### src/rtl/serial_alu_pkg.sv
`default_nettype none
// ============================================================================
// Module      : serial_alu_pkg
// Description : Op-code constants, controller state encoding and op helpers
//               shared by the bit-serial ALU controller.
// Revision    : 1.0 - initial release
// ============================================================================
package serial_alu_pkg;

    localparam logic [2:0] OP_ADD   = 3'b000;
    localparam logic [2:0] OP_SUB   = 3'b001;
    localparam logic [2:0] OP_NOTA  = 3'b010;
    localparam logic [2:0] OP_NOTB  = 3'b011;
    localparam logic [2:0] OP_OR    = 3'b100;
    localparam logic [2:0] OP_ORNB  = 3'b101;
    localparam logic [2:0] OP_AND   = 3'b110;
    localparam logic [2:0] OP_ANDNB = 3'b111;

    typedef enum logic [1:0] {
        ST_IDLE = 2'b00,
        ST_RUN  = 2'b01,
        ST_DONE = 2'b10
    } state_t;

    // Only add and subtract propagate a carry through the slice.
    function automatic logic op_is_arith(input logic [2:0] op);
        return (op == OP_ADD) || (op == OP_SUB);
    endfunction

endpackage
`default_nettype wire

### src/rtl/serial_alu_ctrl_if.sv
`default_nettype none
// ============================================================================
// Module      : serial_alu_ctrl_if
// Description : Request/result bus and external 1-bit slice connection of the
//               serial ALU controller. ovf exists only with SERIAL_ALU_OVF_EN.
// Revision    : 1.0 - initial release
// ============================================================================
interface serial_alu_ctrl_if #(
    parameter int W = 16
);

    logic         start;
    logic [2:0]   op;
    logic [W-1:0] a;
    logic [W-1:0] b;
    logic         busy;
    logic         done;
    logic [W-1:0] result;
    logic         cout;
`ifdef SERIAL_ALU_OVF_EN
    logic         ovf;
`endif
    logic [2:0]   sl_c;
    logic         sl_ai;
    logic         sl_bi;
    logic         sl_ci;
    logic         sl_f;
    logic         sl_co;

    modport slave (
`ifdef SERIAL_ALU_OVF_EN
        output ovf,
`endif
        input  start, op, a, b, sl_f, sl_co,
        output busy, done, result, cout, sl_c, sl_ai, sl_bi, sl_ci
    );

    modport master (
`ifdef SERIAL_ALU_OVF_EN
        input  ovf,
`endif
        output start, op, a, b, sl_f, sl_co,
        input  busy, done, result, cout, sl_c, sl_ai, sl_bi, sl_ci
    );

endinterface
`default_nettype wire

### src/rtl/serial_shreg.sv
`default_nettype none
// ============================================================================
// Module      : serial_shreg
// Description : W-bit register with parallel load and 1-bit right shift
//               (serial input enters at the MSB). Load wins over shift.
// Revision    : 1.0 - initial release
// ============================================================================
module serial_shreg #(
    parameter int W = 16
) (
    input  wire logic         clk,
    input  wire logic         rst_n,
    input  wire logic         i_load,
    input  wire logic         i_shift,
    input  wire logic [W-1:0] i_data,
    input  wire logic         i_sin,
    output logic      [W-1:0] o_q
);

    logic [W-1:0] r_q;

    always_ff @(posedge clk or negedge rst_n) begin
        if (!rst_n) begin
            r_q <= '0;
        end else if (i_load) begin
            r_q <= i_data;
        end else if (i_shift) begin
            r_q <= {i_sin, r_q[W-1:1]};
        end
    end

    assign o_q = r_q;

endmodule
`default_nettype wire

### src/rtl/serial_alu_ctrl.sv
`default_nettype none
// ============================================================================
// Module      : serial_alu_ctrl
// Description : Bit-serial ALU controller sequencing an external 1-bit slice,
//               LSB first, over W cycles. Define SERIAL_ALU_OVF_EN for ovf.
// Revision    : 1.0 - initial release
// ============================================================================
module serial_alu_ctrl #(
    parameter int W = 16
) (
    input  wire logic        clk,
    input  wire logic        rst_n,
    serial_alu_ctrl_if.slave bus
);

    import serial_alu_pkg::*;

    localparam int CW = (W > 2) ? $clog2(W) : 1;

    state_t          r_state;
    state_t          w_state_nxt;
    logic            w_accept;
    logic            w_busy;
    logic            w_done;
    logic            w_run;
    logic            w_last;
    logic            w_arith;
    logic [CW-1:0]   r_cnt;
    logic [2:0]      r_op;
    logic            r_carry;
    logic [W-1:0]    w_a_q;
    logic [W-1:0]    w_b_q;
    logic [W-1:0]    w_res_q;
    logic            w_unused_ops;

    always_ff @(posedge clk or negedge rst_n) begin
        if (!rst_n) begin
            r_state <= ST_IDLE;
        end else begin
            r_state <= w_state_nxt;
        end
    end

    always_comb begin
        w_state_nxt = r_state;
        w_accept    = 1'b0;
        w_busy      = 1'b0;
        w_done      = 1'b0;
        case (r_state)
            ST_IDLE: begin
                if (bus.start) begin
                    w_accept    = 1'b1;
                    w_state_nxt = ST_RUN;
                end
            end
            ST_RUN: begin
                w_busy = 1'b1;
                if (w_last) begin
                    w_state_nxt = ST_DONE;
                end
            end
            ST_DONE: begin
                w_busy      = 1'b1;
                w_done      = 1'b1;
                w_state_nxt = ST_IDLE;
            end
            default: begin
                w_state_nxt = ST_IDLE;
            end
        endcase
    end

    assign w_run   = (r_state == ST_RUN);
    assign w_last  = w_run && (r_cnt == CW'(W - 1));
    assign w_arith = op_is_arith(r_op);

    // Subtract is a + ~b + 1: the +1 enters as the initial carry.
    always_ff @(posedge clk or negedge rst_n) begin
        if (!rst_n) begin
            r_cnt   <= '0;
            r_op    <= 3'b000;
            r_carry <= 1'b0;
        end else if (w_accept) begin
            r_cnt   <= '0;
            r_op    <= bus.op;
            r_carry <= (bus.op == OP_SUB);
        end else if (w_run) begin
            r_cnt   <= r_cnt + 1'b1;
            r_carry <= w_arith & bus.sl_co;
        end
    end

`ifdef SERIAL_ALU_OVF_EN
    logic r_ovf;

    // On the final bit r_carry is the carry into the MSB and sl_co the carry out.
    always_ff @(posedge clk or negedge rst_n) begin
        if (!rst_n) begin
            r_ovf <= 1'b0;
        end else if (w_accept) begin
            r_ovf <= 1'b0;
        end else if (w_last) begin
            r_ovf <= w_arith & (r_carry ^ bus.sl_co);
        end
    end

    assign bus.ovf = r_ovf;
`endif

    serial_shreg #(.W(W)) u_sh_a (
        .clk     (clk),
        .rst_n   (rst_n),
        .i_load  (w_accept),
        .i_shift (w_run),
        .i_data  (bus.a),
        .i_sin   (1'b0),
        .o_q     (w_a_q)
    );

    serial_shreg #(.W(W)) u_sh_b (
        .clk     (clk),
        .rst_n   (rst_n),
        .i_load  (w_accept),
        .i_shift (w_run),
        .i_data  (bus.b),
        .i_sin   (1'b0),
        .o_q     (w_b_q)
    );

    serial_shreg #(.W(W)) u_sh_res (
        .clk     (clk),
        .rst_n   (rst_n),
        .i_load  (w_accept),
        .i_shift (w_run),
        .i_data  ({W{1'b0}}),
        .i_sin   (bus.sl_f),
        .o_q     (w_res_q)
    );

    assign w_unused_ops = ^{w_a_q[W-1:1], w_b_q[W-1:1]};

    assign bus.busy   = w_busy;
    assign bus.done   = w_done;
    assign bus.result = w_res_q;
    assign bus.cout   = r_carry;
    assign bus.sl_c   = r_op;
    assign bus.sl_ai  = w_run & w_a_q[0];
    assign bus.sl_bi  = w_run & w_b_q[0];
    assign bus.sl_ci  = w_run & w_arith & r_carry;

endmodule
`default_nettype wire

### src/flat_wrapper.sv
// flat-port wrapper written by rule: the top's interface ports become plain ports
module serial_alu_ctrl_flat import serial_alu_pkg::*;
#(
    parameter int W = 16
)
  (clk, rst_n, bus_start, bus_op, bus_a, bus_b, bus_sl_f, bus_sl_co, bus_busy, bus_done, bus_result, bus_cout, bus_sl_c, bus_sl_ai, bus_sl_bi, bus_sl_ci);
  serial_alu_ctrl_if #(.W(W)) bus_i ();
  input  wire logic clk;
  input  wire logic rst_n;
  input wire logic [$bits(bus_i.start)-1:0] bus_start;
  input wire logic [$bits(bus_i.op)-1:0] bus_op;
  input wire logic [$bits(bus_i.a)-1:0] bus_a;
  input wire logic [$bits(bus_i.b)-1:0] bus_b;
  input wire logic [$bits(bus_i.sl_f)-1:0] bus_sl_f;
  input wire logic [$bits(bus_i.sl_co)-1:0] bus_sl_co;
  output wire logic [$bits(bus_i.busy)-1:0] bus_busy;
  output wire logic [$bits(bus_i.done)-1:0] bus_done;
  output wire logic [$bits(bus_i.result)-1:0] bus_result;
  output wire logic [$bits(bus_i.cout)-1:0] bus_cout;
  output wire logic [$bits(bus_i.sl_c)-1:0] bus_sl_c;
  output wire logic [$bits(bus_i.sl_ai)-1:0] bus_sl_ai;
  output wire logic [$bits(bus_i.sl_bi)-1:0] bus_sl_bi;
  output wire logic [$bits(bus_i.sl_ci)-1:0] bus_sl_ci;
  assign bus_i.start = bus_start;
  assign bus_i.op = bus_op;
  assign bus_i.a = bus_a;
  assign bus_i.b = bus_b;
  assign bus_i.sl_f = bus_sl_f;
  assign bus_i.sl_co = bus_sl_co;
  assign bus_busy = bus_i.busy;
  assign bus_done = bus_i.done;
  assign bus_result = bus_i.result;
  assign bus_cout = bus_i.cout;
  assign bus_sl_c = bus_i.sl_c;
  assign bus_sl_ai = bus_i.sl_ai;
  assign bus_sl_bi = bus_i.sl_bi;
  assign bus_sl_ci = bus_i.sl_ci;
  serial_alu_ctrl #(.W(W)) u_core (.clk(clk), .rst_n(rst_n), .bus(bus_i));
endmodule
### config.mk
export PLATFORM = sky130hd
export DESIGN_NAME = serial_alu_ctrl_flat
export DESIGN_NICKNAME = d
export VERILOG_FILES = /design/src/rtl/serial_alu_pkg.sv /design/src/rtl/serial_alu_ctrl_if.sv /design/src/rtl/serial_shreg.sv /design/src/rtl/serial_alu_ctrl.sv /design/src/flat_wrapper.sv
export SDC_FILE = /design/constraint.sdc
export NUM_CORES = 1
export LEC_CHECK = 0
export CAP_MARGIN = 30
export CORE_AREA = 2 2 77 79
export DETAILED_ROUTE_END_ITERATION = 6
export DIE_AREA = 0 0 79 81
export PLACE_DENSITY = 0.78
export RECOVER_POWER = 50
export SLEW_MARGIN = 40
export SYNTH_ARGS = -nofsm -noshare
export SYNTH_HDL_FRONTEND = slang
export SYNTH_SLANG_ARGS = --single-unit
### constraint.sdc
create_clock -name clk -period 2.3 [get_ports clk]
set_clock_uncertainty 0.2 [all_clocks]
set_input_delay 0.69 -clock clk [delete_from_list [all_inputs] [get_ports clk]]
set_output_delay 0.69 -clock clk [all_outputs]
set_load 0.005 [all_outputs]
==> metrics.md <==
| Metric | Value |
|---|---|
| Vias | `roughly 1,900` |
| Count of yosys warnings during synthesis | `0` |
| Core Util, Final | `0.6301` |
| Number of flip-flops and latches in the synthesized netlist | `58` |
| Number of CTS-inserted buffers | `9` |
| Outcome | `finished clean` |
| Quantity of hold-fixing buffers added after cts | `0` |
| Mean instance size in the synthesized netlist | `about 11 µm²` |
| Data arrival time of the worst path | `1.39 ns` |
| Top cell types by occurrence after synthesis | `sky130_fd_sc_hd__dfrtp_1, sky130_fd_sc_hd__mux2i_1, sky130_fd_sc_hd__o21ai_0` |
| Number of buffers between clock root and the deepest sink | `2` |
| Count of maximum capacitance violations | `0` |
| Die width | `around 79 µm` |
| Crit end category | `output pin` |
| Classification of the worst setup path | `flip-flop to output pin` |
| Post-detailed-route via-to-cell ratio | `roughly 4.9` |
| Remaining number of nets flagged by the antenna check after routing | `0` |
| DRC viols | `0` |
| Worst slew pin tran | `between 1 and 1.5 ns` |
| Number of distinct library cell variants in the gate-level netlist after synthesis | `26` |
| Fraction of synthesized cell area taken by the top area cell type | `0.5438` |
| RePlAce Congestion | `around 0.76` |
| Fraction of final layout cells with drive strength greater than 1 | `0.1086` |
| Area enclosed by the die boundary | `roughly 6400 µm²` |
| Final Total Pwr | `4.261 mW` |
| Synthesis-to-layout area growth | `33.99%` |
| Post-DR wirelength/cell | `around 13 µm` |
| Clk sink count | `between 50 and 60` |
| Max Fanout on Critical Path | `3` |
| Final #Nets | `353` |
| Gate Count Post-Synth | `about 240` |
| Share of power burned in the clock network | `0.220` |
| Most frequent cell after synthesis | `sky130_fd_sc_hd__dfrtp_1` |
| Shortest period the worst path allows | `approximately 2.3 ns` |
| Number of ports placed on the die boundary | `65` |
| Count of final hold-check violations | `0` |
| Half-perimeter wire length after detailed placement | `3359 µm` |
| Total track usage | `0.1752` |
| Critical Path Start Type | `flip-flop` |
| Largest net degree at the start of global routing | `49` |
| Psw | `1.397 mW` |
| CP Data Required Time | `about 1.4 ns` |
| Fraction of synthesis flops using an asynchronous set or reset pin | `1.000` |
| Final clock period utilization by the worst path | `0.9902` |
| Sequential share of the synthesized area | `0.5438` |
| Fill cell total of the finished layout | `470` |
| Combined area of all synthesized cells | `2669 µm²` |
| Pre-antenna DRT Iters | `4` |
| Die boundary height | `81 µm` |
| DRT iter0 DRCs | `92` |
| Portion of total power attributed to sequential cells | `0.388` |
| Number of antenna violations at the first check in global routing | `0` |
| Cells taking the most area after synthesis | `sky130_fd_sc_hd__dfrtp_1, sky130_fd_sc_hd__mux2i_1, sky130_fd_sc_hd__o21ai_0` |
| Switching power share of the total | `0.3279` |
| Initial core utilization | `0.4702` |
| Type of the worst min-delay path | `input pin to asynchronous set/reset pin` |
| Worst max-slew margin expressed relative to the limit | `0.3253` |
| FMAX | `0.4391 GHz` |
| Final setup violation count | `0` |
| Main flop type after synthesis | `sky130_fd_sc_hd__dfrtp_1` |
| Rows | `28` |
| Cells after DPL | `about 370` |
| Pins over their slew limit | `0` |
| Final non-filler cell total | `388` |
| CTS tree | `built` |
| Total power density per cell area | `approximately 1200 nW/µm²` |
| Global-route wire length before repair | `between 8000 and 9000 µm` |
| Vias in the first global route | `1,918` |
| Port Buf Inserts | `64` |
| Unrepaired setup endpoints after global routing | `yes` |
| Largest area contributor in the netlist | `sky130_fd_sc_hd__dfrtp_1` |
| Peak supply drop | `approximately 0.00065 V` |
| Share of total power in combinational logic | `0.392` |
| Internal Dissipation | `~2.9 mW` |
| Total detailed-routing wirelength | `between 5000 and 6000 µm` |
| Clock-pin slew reported for the worst setup and hold paths after clock tree synthesis | `approximately 0.06 ns` |
| Total nets after synthesis | `about 280` |
| Overflow left after global routing | `0` |
| CTS H-tree depth | `3` |
| Number of antenna cells inserted | `0` |
| CTS root buf | `sky130_fd_sc_hd__clkbuf_8` |
| Core footprint | `between 5000 and 6000 µm²` |
| Insertion delay of the later-clocked pin in the worst-skew pair | `0.32 ns` |
| Static power due to leakage | `approximately 1.7 nW` |
| Number of enable-type register cells in the synthesized netlist | `0` |
timing repair:
| item | in CTS | in global routing |
|---|---|---|
| buffers inserted | 4 | 1 |
| setup endpoints to repair | 5 | 5 |
| gates resized for setup | 6 | 7 |
kinds of logic (layout without fill, tap and decap cells):
| logic type | count (synthesis) | after routing | synth area share |
|---|---|---|---|
| adders and majority gates | 5 | 5 | 0.02344 |
| buffers and inverters | 19 | 93 | 0.05297 |
| xor gates and xnor gates | 3 | 3 | 0.009847 |
| DFF | 58 | 58 | 0.5438 |
| muxes | 51 | 51 | 0.1960 |
| and+or+nand+nor | 66 | 66 | 0.1031 |
| AOI/OAI and AO/OA | 37 | 37 | 0.07079 |
placed cells by master, fill, tap and decap left out, drive strengths merged, types with 3 or more instances in the layout:
master,synthesis,routed
clkinv,0,3
mux2i,47,47
clkbuf,2,16
mux2,4,4
ha,5,5
nor2,22,22
o21ai,34,34
nand2,33,33
and2,3,3
clkdlybuf4s50,0,57
buf,15,9
dfrtp,58,58
final timing paths:
path / startpoint / endpoint / slack (ns) / depth (start not counted)
max: u_core.r_state[0] / bus_sl_ai / 0.02 / 5
min: rst_n / u_core.u_sh_b.o_q[3] / 0.31 / 1
max reg2reg: u_core.r_state[1] / u_core.u_sh_a.o_q[13] / 0.27 / 6
min reg2reg: u_core.bus.sl_c[0] / u_core.bus.sl_c[0] / 0.31 / 1
max in group asynchronous: rst_n / u_core.u_sh_res.o_q[13] / 0.46 / 2
min in group clk: u_core.bus.sl_c[0] / u_core.bus.sl_c[0] / 0.31 / 1
final cells by class:
cell class,instances,area [µm²],area share
Inverter,2,7.507,0.002099
Tap cell,75,93.84,0.02624
Clock inverter,5,52.55,0.01470
Sequential cell,58,1451,0.4059
Timing Repair Buffer,75,737.0,0.2061
Multi-Input combinational cell,162,1082,0.3027
Clock buffer,11,151.4,0.04234
flip-flops by register name, summed over array words and instances, names as in the netlist:
signal               count
u_core.r_state           2
u_core.r_cnt             4
u_core.u_sh_a.o_q       16
u_core.u_sh_b.o_q       16
u_core.bus.cout          1
u_core.u_sh_res.o_q     16
u_core.bus.sl_c          3
metal layers:
metal,up-vias,track usage,share of wire
met1,877,0.2412,0.49
met4,0,0.07759,0.013
met3,9,0.04556,0.065
li1,945,-,-
met5,-,0,0
met2,51,0.2636,0.43
power groups by stage:
stage / Sequential (mW) / Combinational [mW] / Clock (mW)
after floorplan: 1.62 / 1.20 / 0
after global placement: 1.66 / 1.61 / 0
after CTS: 1.65 / 1.69 / 0.957
after detailed placement: 1.68 / 1.64 / 0
final: 1.65 / 1.67 / 0.939
after global routing: 1.70 / 1.87 / 1.00
critical path, cell delays in order, from the launching register on:
cell	delay [ns]
sky130_fd_sc_hd__dfrtp_1	0.38
sky130_fd_sc_hd__buf_4	0.15
sky130_fd_sc_hd__ha_4	0.17
sky130_fd_sc_hd__buf_4	0.14
sky130_fd_sc_hd__and2_1	0.13
sky130_fd_sc_hd__clkbuf_2	0.11
through the flow:
| stage | TNS [ns] | hold slack [ns] | area [µm²] | worst slack [ns] |
|---|---|---|---|---|
| 2_1_floorplan | 0 | 0.1944 | 2669 | 0.2734 |
| 3_3_place_gp | 0 | 0.3024 | 3359 | 0.07325 |
| 3_5_place_dp | 0 | 0.2983 | 3359 | 0.05366 |
| 4_1_cts | -0.3069 | 0.1126 | 3592 | -0.1103 |
| 5_1_grt | -0.04024 | 0.3214 | 3576 | -0.02482 |
| 6_report | 0 | 0.3141 | 3576 | 0.02259 |
(Power assumes the default switching activity.)
